[src/rtl/conv_encoder_k3_if.sv]
// Stream bundle for the K=3 rate-1/2 convolutional encoder.
// Input side: i_bit/i_valid/o_ready. Output side: o_sym/o_valid/i_ready.
// Optional macro CONV_ENC_LAST_EN adds the o_last frame marker.
interface conv_encoder_k3_if;
    logic       i_bit;
    logic       i_valid;
    logic       o_ready;
    logic [1:0] o_sym;
    logic       o_valid;
    logic       i_ready;
`ifdef CONV_ENC_LAST_EN
    logic       o_last;

    modport slave  (input  i_bit, i_valid, i_ready,
                    output o_ready, o_sym, o_valid, o_last);
    modport master (output i_bit, i_valid, i_ready,
                    input  o_ready, o_sym, o_valid, o_last);
`else
    modport slave  (input  i_bit, i_valid, i_ready,
                    output o_ready, o_sym, o_valid);
    modport master (output i_bit, i_valid, i_ready,
                    input  o_ready, o_sym, o_valid);
`endif
endinterface

[src/rtl/conv_encoder_k3.sv]
// Rate-1/2, K=3 convolutional encoder (G0=7, G1=5 octal), 4-state trellis.
// Encodes FRAME_LEN info bits per frame and appends two zero tail bits so
// every frame ends in state 00 for the decoder's traceback.
// Optional macro CONV_ENC_LAST_EN: adds o_last, high with the final tail symbol.
module conv_encoder_k3 #(
    parameter int FRAME_LEN = 8,
    parameter int CNT_W     = $clog2(FRAME_LEN + 1)
) (
    input  logic             i_clk,
    input  logic             i_rst,
    conv_encoder_k3_if.slave bus
);

    typedef enum logic [1:0] {
        S_IDLE = 2'd0,
        S_DATA = 2'd1,
        S_TAIL = 2'd2
    } state_t;

    state_t           r_state;
    state_t           w_state_nxt;
    logic [CNT_W-1:0] r_cnt;
    logic [CNT_W-1:0] w_cnt_nxt;
    logic [CNT_W-1:0] w_cnt_inc;
    logic             r_tail;
    logic             w_tail_nxt;
    logic [1:0]       r_sr;
    logic [1:0]       r_sym;
    logic             r_valid;
`ifdef CONV_ENC_LAST_EN
    logic             r_last;
    logic             w_last_nxt;
`endif

    logic w_slot_free;
    logic w_ready;
    logic w_xfer;
    logic w_tail_load;
    logic w_load;
    logic w_u;
    logic w_c0;
    logic w_c1;

    // The output slot can take a new symbol when empty or being drained now.
    assign w_slot_free = !r_valid || bus.i_ready;
    assign w_ready     = w_slot_free && (r_state == S_IDLE || r_state == S_DATA);
    assign w_xfer      = bus.i_valid && w_ready;
    assign w_tail_load = (r_state == S_TAIL) && w_slot_free;
    assign w_load      = w_xfer || w_tail_load;

    // Tail cycles shift in zeros; r_sr[1]=u(n-1), r_sr[0]=u(n-2).
    assign w_u  = w_xfer & bus.i_bit;
    assign w_c0 = w_u ^ r_sr[1] ^ r_sr[0];
    assign w_c1 = w_u ^ r_sr[0];

    assign w_cnt_inc = r_cnt + CNT_W'(1);

    // Next-state logic: count info bits, then emit exactly two tail symbols.
    always_comb begin
        w_state_nxt = r_state;
        w_cnt_nxt   = r_cnt;
        w_tail_nxt  = r_tail;
`ifdef CONV_ENC_LAST_EN
        w_last_nxt  = 1'b0;
`endif
        case (r_state)
            S_IDLE, S_DATA: begin
                if (w_xfer) begin
                    w_cnt_nxt  = w_cnt_inc;
                    w_tail_nxt = 1'b0;
                    if (w_cnt_inc == CNT_W'(FRAME_LEN)) begin
                        w_state_nxt = S_TAIL;
                    end else begin
                        w_state_nxt = S_DATA;
                    end
                end
            end
            S_TAIL: begin
                if (w_slot_free) begin
                    if (r_tail) begin
                        w_state_nxt = S_IDLE;
                        w_cnt_nxt   = '0;
                        w_tail_nxt  = 1'b0;
`ifdef CONV_ENC_LAST_EN
                        w_last_nxt  = 1'b1;
`endif
                    end else begin
                        w_tail_nxt = 1'b1;
                    end
                end
            end
            default: begin
                w_state_nxt = S_IDLE;
                w_cnt_nxt   = '0;
                w_tail_nxt  = 1'b0;
            end
        endcase
    end

    // FSM state, info-bit counter and tail counter registers.
    always_ff @(posedge i_clk or posedge i_rst) begin
        if (i_rst) begin
            r_state <= S_IDLE;
            r_cnt   <= '0;
            r_tail  <= 1'b0;
        end else begin
            r_state <= w_state_nxt;
            r_cnt   <= w_cnt_nxt;
            r_tail  <= w_tail_nxt;
        end
    end

    // Encoder shift register advances on every info or tail symbol load.
    always_ff @(posedge i_clk or posedge i_rst) begin
        if (i_rst) begin
            r_sr <= 2'b00;
        end else if (w_load) begin
            r_sr <= {w_u, r_sr[1]};
        end
    end

    // Single registered output slot, held while downstream stalls.
    always_ff @(posedge i_clk or posedge i_rst) begin
        if (i_rst) begin
            r_sym   <= 2'b00;
            r_valid <= 1'b0;
`ifdef CONV_ENC_LAST_EN
            r_last  <= 1'b0;
`endif
        end else if (w_load) begin
            r_sym   <= {w_c0, w_c1};
            r_valid <= 1'b1;
`ifdef CONV_ENC_LAST_EN
            r_last  <= w_last_nxt;
`endif
        end else if (bus.i_ready) begin
            r_valid <= 1'b0;
        end
    end

    assign bus.o_ready = w_ready;
    assign bus.o_sym   = r_sym;
    assign bus.o_valid = r_valid;
`ifdef CONV_ENC_LAST_EN
    assign bus.o_last  = r_last;
`endif

endmodule
[src/flat_wrapper.sv]
// flat-port wrapper written by rule: the top's interface ports become plain ports
module conv_encoder_k3_flat 
#(
    parameter int FRAME_LEN = 8,
    parameter int CNT_W     = $clog2(FRAME_LEN + 1)
)
  (i_clk, i_rst, bus_i_bit, bus_i_valid, bus_i_ready, bus_o_ready, bus_o_sym, bus_o_valid);
  conv_encoder_k3_if bus_i ();
  input  logic i_clk;
  input  logic i_rst;
  input wire logic [$bits(bus_i.i_bit)-1:0] bus_i_bit;
  input wire logic [$bits(bus_i.i_valid)-1:0] bus_i_valid;
  input wire logic [$bits(bus_i.i_ready)-1:0] bus_i_ready;
  output wire logic [$bits(bus_i.o_ready)-1:0] bus_o_ready;
  output wire logic [$bits(bus_i.o_sym)-1:0] bus_o_sym;
  output wire logic [$bits(bus_i.o_valid)-1:0] bus_o_valid;
  assign bus_i.i_bit = bus_i_bit;
  assign bus_i.i_valid = bus_i_valid;
  assign bus_i.i_ready = bus_i_ready;
  assign bus_o_ready = bus_i.o_ready;
  assign bus_o_sym = bus_i.o_sym;
  assign bus_o_valid = bus_i.o_valid;
  conv_encoder_k3 #(.FRAME_LEN(FRAME_LEN), .CNT_W(CNT_W)) u_core (.i_clk(i_clk), .i_rst(i_rst), .bus(bus_i));
endmodule
[config.mk]
export PLATFORM = sky130hd
export DESIGN_NAME = conv_encoder_k3_flat
export DESIGN_NICKNAME = d
export VERILOG_FILES = /design/src/rtl/conv_encoder_k3_if.sv /design/src/rtl/conv_encoder_k3.sv /design/src/flat_wrapper.sv
export SDC_FILE = /design/constraint.sdc
export NUM_CORES = 1
export LEC_CHECK = 0
export ABC_AREA = 1
export BUFFER_PORTS_ARGS = -buffer_cell sky130_fd_sc_hd__buf_2
export CAP_MARGIN = 25
export CORE_AREA = 2 2 39 41
export CTS_BUF_LIST = sky130_fd_sc_hd__clkbuf_16
export DETAILED_ROUTE_END_ITERATION = 6
export DIE_AREA = 0 0 41 43
export GPL_TIMING_DRIVEN = 0
export MAX_ROUTING_LAYER = met4
export PLACE_DENSITY = 0.67
export SYNTH_ARGS = -nofsm -noshare
export SYNTH_HDL_FRONTEND = slang
export SYNTH_SLANG_ARGS = --single-unit
[constraint.sdc]
create_clock -name i_clk -period 2.3 [get_ports i_clk]
set_input_delay 0.345 -clock i_clk [delete_from_list [all_inputs] [get_ports i_clk]]
set_output_delay 0.345 -clock i_clk [all_outputs]
set_load 0.005 [all_outputs]
# Yosys cells after proc, flatten, opt, wreduce, memory -nomap -nowiden
# Cells that the tools add are included.
[word_totals] elab_cells=44 mem_bits_rw=0 out_inout_bits=4 romBits=0 n_memories=0 reg_bits=12 latchBits=0
[classes] bitwise_logic=4 n_mul=0 n_eq_ne=6 magnitude_cmp=0 n_shift=0 n_div=0 n_reduce_logical=12 n_addsub=1 mux=15
[op_table] cell="$mux 4" count=3
[op_table] cell="$mux 2" count=4
[op_table] cell="$pmux 4 s2" count=1
[op_table] cell="$ne 2x1->1 const B" count=3
[op_table] cell="$mux 1" count=5
[op_table] cell="$add 4x1->4 const B" count=1
[op_table] cell="$eq 4x4->1 const B" count=1
[op_table] cell="$pmux 2 s2" count=1
[op_table] cell="$logic_and 1x1->1" count=3
[op_table] cell="$logic_or 1x1->1" count=3
[op_table] cell="$reduce_and 3->1" count=1
[op_table] cell="$xor 1x1->1" count=3
[op_table] cell="$eq 2x1->1 const B" count=1
[op_table] cell="$eq 2x2->1 const B" count=1
[op_table] cell="$logic_not 2->1" count=1
[op_table] cell="$pmux 1 s2" count=1
[op_table] cell="$reduce_and 2->1" count=1
[op_table] cell="$reduce_bool 2->1" count=1
[op_table] cell="$reduce_or 2->1" count=1
[op_table] cell="$and 1x1->1" count=1
[op_table] cell="$logic_not 1->1" count=1

# Longest topological paths before layout
[depth] depth_word=7 depth_mapped=9

# Worst setup path before layout
# No wires, ideal clock.
[synth_path] kind="reg2reg" from="register u_core.r_valid (netlist: u_core.bus.o_valid)" to="register u_core.r_sym[1] (netlist: u_core.bus.o_sym[1])" path_stages_with_launch=9 setup_ns=0.117 arrival_ns=0.933 setup_slack_ns=1.250 path_buffers=0 synth_period_minus_slack_ns=1.050 path_cell_list="dfrtp_1 > nand2_2 > nand3_1 > nand2_2 > inv_1 > nand2_1 > nand2_1 > nand2_1 > nand2_1"
[synth_between] elab_chain_len=7 elab_cells_between_ends=9 cone_classes="bitwise (3); reduce/logical (6)"
[synth_lines] item="start, declared" line="conv_encoder_k3.sv:29" source="logic r_valid;"
[synth_lines] item="start signal, assigned" line="conv_encoder_k3.sv:126" source="r_valid <= 1'b0;"
[synth_lines] item="start signal, assigned" line="conv_encoder_k3.sv:132" source="r_valid <= 1'b1;"
[synth_lines] item="start signal, assigned" line="conv_encoder_k3.sv:137" source="r_valid <= 1'b0;"
[synth_lines] item="$logic_not 1->1 *" line="conv_encoder_k3.sv:45" source="assign w_slot_free = !r_valid || bus.i_ready;"
[synth_lines] item="$logic_or 1x1->1 *" line="conv_encoder_k3.sv:45"
[synth_lines] item="$logic_and 1x1->1" line="conv_encoder_k3.sv:46" source="assign w_ready = w_slot_free && (r_state == S_IDLE || r_state == S_DATA);"
[synth_lines] item="$logic_and 1x1->1" line="conv_encoder_k3.sv:47" source="assign w_xfer = bus.i_valid && w_ready;"
[synth_lines] item="$and 1x1->1" line="conv_encoder_k3.sv:52" source="assign w_u = w_xfer & bus.i_bit;"
[synth_lines] item="$xor 1x1->1 (2 in series)" line="conv_encoder_k3.sv:53" source="assign w_c0 = w_u ^ r_sr[1] ^ r_sr[0];"
[synth_lines] item="end signal, assigned" line="conv_encoder_k3.sv:131" source="r_sym <= {w_c0, w_c1};"
[synth_lines] item="end, declared" line="conv_encoder_k3.sv:28" source="logic [1:0] r_sym;"
# Mark *: on every way between the ends. The rest lies on a longest branch, timed or not.
# A chain may end at the register's enable or synchronous reset.

# Final worst setup path
[layout_path] from="register u_core.r_state[1]" to="output bus_o_ready"
[layout_between] elab_chain_len=3 elab_cells_between_ends=4 cone_classes="eq/ne (1); reduce/logical (3)"
[layout_lines] item="start, declared" line="conv_encoder_k3.sv:20" source="state_t r_state;"
[layout_lines] item="start signal, assigned" line="conv_encoder_k3.sv:107" source="r_state <= w_state_nxt;"
[layout_lines] item="$eq 2x1->1 or $logic_not 2->1 (tied branches)" line="conv_encoder_k3.sv:46"
[layout_lines] item="$logic_or 1x1->1 *" line="conv_encoder_k3.sv:46"
[layout_lines] item="$logic_and 1x1->1 *" line="conv_encoder_k3.sv:46"
[layout_lines] item="end, declared" line="flat_wrapper.sv:14" source="output wire logic [$bits(bus_i.o_ready)-1:0] bus_o_ready;"
# Marked as above.

==> metrics.cfg <==
[detailed_routing]
route.detailed.drc=0
num_vias=508
vias_per_cell=5.13
dr.pass1.iters=4
wl_per_cell_um=11.1
ant_nets=0
drt_iter0_markers=5
wirelength_um=1100

[setup_path]
slowest_delay_ns=0.42
path_class=flip-flop to output port
crit_path_max_fanout=4
r2r-end=u_core.r_cnt[0]$_DFFE_PP0P_
cp_slowest_cell=dfrtp_1
crit_required_ns=1.96
regToRegSetupSlack_ns=1.11
crit_path_start_kind=flip-flop
worst-endpoint-arrival_ns=1.09
rr_startpoint=u_core.r_state[1]$_DFFE_PP0P_
crit_path_cell_trace=a21oi_1 -> buf_2
end_kind=output port
reg2regPathDepth=6

[timing]
finalCriticalPeriod_ns=1.43
hold_ws_ns=0.115
finalHoldViolCount=0
maxSlewViolCount=0
max_freq_mhz=697
min_period_over_period_pct=62.3
setup_viol=0
rsz0062_at_grt=no
relSlewSlack_pct=68.8
setup_ws_ns=0.866
fin_setup_tns_ns=0
skew_ns=0.00162
worst-slew-pin-transition_ns=0.467

[clocking]
cts_root_buf=clkbuf_16
cts_buffer_depth=2
cts_resized=0
clock_latency_ns=0.23
cts_tree=yes
holdBufCountCts=0
cts_max_level=1
cts_made_buffers=3
cts_sinks=12
post_cts_buffers=0
cts.clk_slew.worst_paths_ns=0.04

[logic_synthesis]
yosys.area.top_type=dfrtp_1
ys_seq_elements=12
yosysWarnings=0
yosysSeqAreaShare_pct=50.8
synth_nets=77
netlist_top_cells_count=nand2_1, dfrtp_1, inv_1
ys.flop_type=dfrtp_1
avgSynthCellArea_um2=8.32
synth.area.top_cells=dfrtp_1, nand2_1, inv_1
postSynthCellCount=71
synthDistinctLibCells=16
synthArstFlopShare_pct=100
synth_top_cell_area_share_pct=50.8
synth-edff-count=0
syn_area_um2=591
yosysMostFrequentCell=nand2_1

[layout]
area_growth_pct=23.5
drive_above_1_share_pct=21.7
fin_cells=99
antenna_cells=0
num-nets-final=90
design_area_um2=729
utilization_pct=52.7

[grt]
grt_pass1_vias=470
overflow=0
grt_max_degree=13
grt_first_pass_wirelength_um=1950
grt_use_total_pct=16.9
antenna_found_initial=0

[power]
peakVddDrop_uv=605
total_power_mw=0.779
power_density_nw_per_um2=1070
seqPwrFrac_pct=39.5
p_sw_mw=0.215
p_clk_share_pct=39.5
p_int_mw=0.564
power.leakage_nw=0.388
swShare_pct=27.7
combPwrFrac_pct=21.0

[place]
place_congestion=0.798
dp_slack_ns=1.07
hpwl_um=840
port_buffers=8
dp_cells=95
place_area_um2=651

[floorplanning]
core-area_um2=1380
die-width_um=41
dieArea_um2=1760
start_util_pct=42.7
rows=14
boundaryPins=9
die-height_um=43

[job]
drv_cap=0

[hold_path]
hp-class=input port to asynchronous set/reset pin

[status]
status=finished clean

## power groups by stage
| stage | clock network [mW] | logic [mW] | registers [mW] |
|---|---|---|---|
| 4_1_cts | 0.316 | 0.167 | 0.307 |
| 3_3_place_gp | 0 | 0.160 | 0.306 |
| 5_1_grt | 0.328 | 0.195 | 0.315 |
| 2_1_floorplan | 0 | 0.124 | 0.302 |
| 6_report | 0.308 | 0.164 | 0.308 |
| 3_5_place_dp | 0 | 0.166 | 0.309 |
## sequential cells by signal, indices dropped and copies added (netlist names)
register,flops
u_core.bus.o_sym,2
u_core.r_state,2
u_core.r_cnt,4
u_core.r_sr,2
u_core.r_tail,1
u_core.bus.o_valid,1
## layout by cell type, fill, tap and decap left out
cell	count
nand2_2	2
inv_1	9
xor2_1	1
nand3_2	1
a21oi_2	1
clkinv_1	1
inv_2	2
buf_2	8
o21ai_1	3
xnor2_1	1
ha_1	1
a21oi_1	2
o21ai_0	4
clkbuf_16	3
nand3_1	6
dfrtp_1	12
nand2_1	22
nand2_4	1
nand4_1	3
## how the worst max path moves through the flow
stage                                   startpoint                         endpoint  slack [ns]
finish               u_core.r_state[1]$_DFFE_PP0P_                      bus_o_ready        0.87
detailed placement                     bus_i_ready                      bus_o_ready        1.07
CTS                  u_core.r_state[1]$_DFFE_PP0P_                      bus_o_ready        0.87
floorplan           u_core.bus.o_valid$_DFFE_PP0P_  u_core.bus.o_sym[1]$_DFFE_PP0P_        1.25
global route         u_core.r_state[1]$_DFFE_PP0P_                      bus_o_ready        0.83
global placement                       bus_i_ready                      bus_o_ready        1.06
## critical path, delay by kind of cell, from the launching register on
kind / cells / cell delay [ns]
flops: 1 / 0.42
compound gates: 1 / 0.26
buf+inv: 1 / 0.17
## layer usage
metal  track usage [%]  routed length, um  vias up  share of wire (%)
li1                  -                  -      255                  -
met1              20.7                502      242                 46
met2              24.7                554        9                 50
met3              4.71                 34        2                3.1
met4              8.00                 10        0               0.91
met5                 -                  0        -                  0
## area by class of cell
type                       instances  area (um2)
fill                             133         654
sequential                        12         300
multi-input combinational         48         249
clock buffer                       3        75.1
inverter                          11        41.3
timing repair buffer               8        40.0
tap                               16        20.0
clock inverter                     1        3.75
## cell families (layout without fill, tap and decap cells)
family | Yosys count | in the layout | synth area share (%)
AND/OR/NAND/NOR | 35 | 35 | 28.0
flip-flops | 12 | 12 | 50.8
buffers and inverters | 11 | 23 | 6.99
AO/OA/AOI/OAI | 10 | 10 | 9.11
XOR/XNOR | 2 | 2 | 2.97
adder cells (fa/ha/maj) | 1 | 1 | 2.12
(Power assumes the default switching activity.)
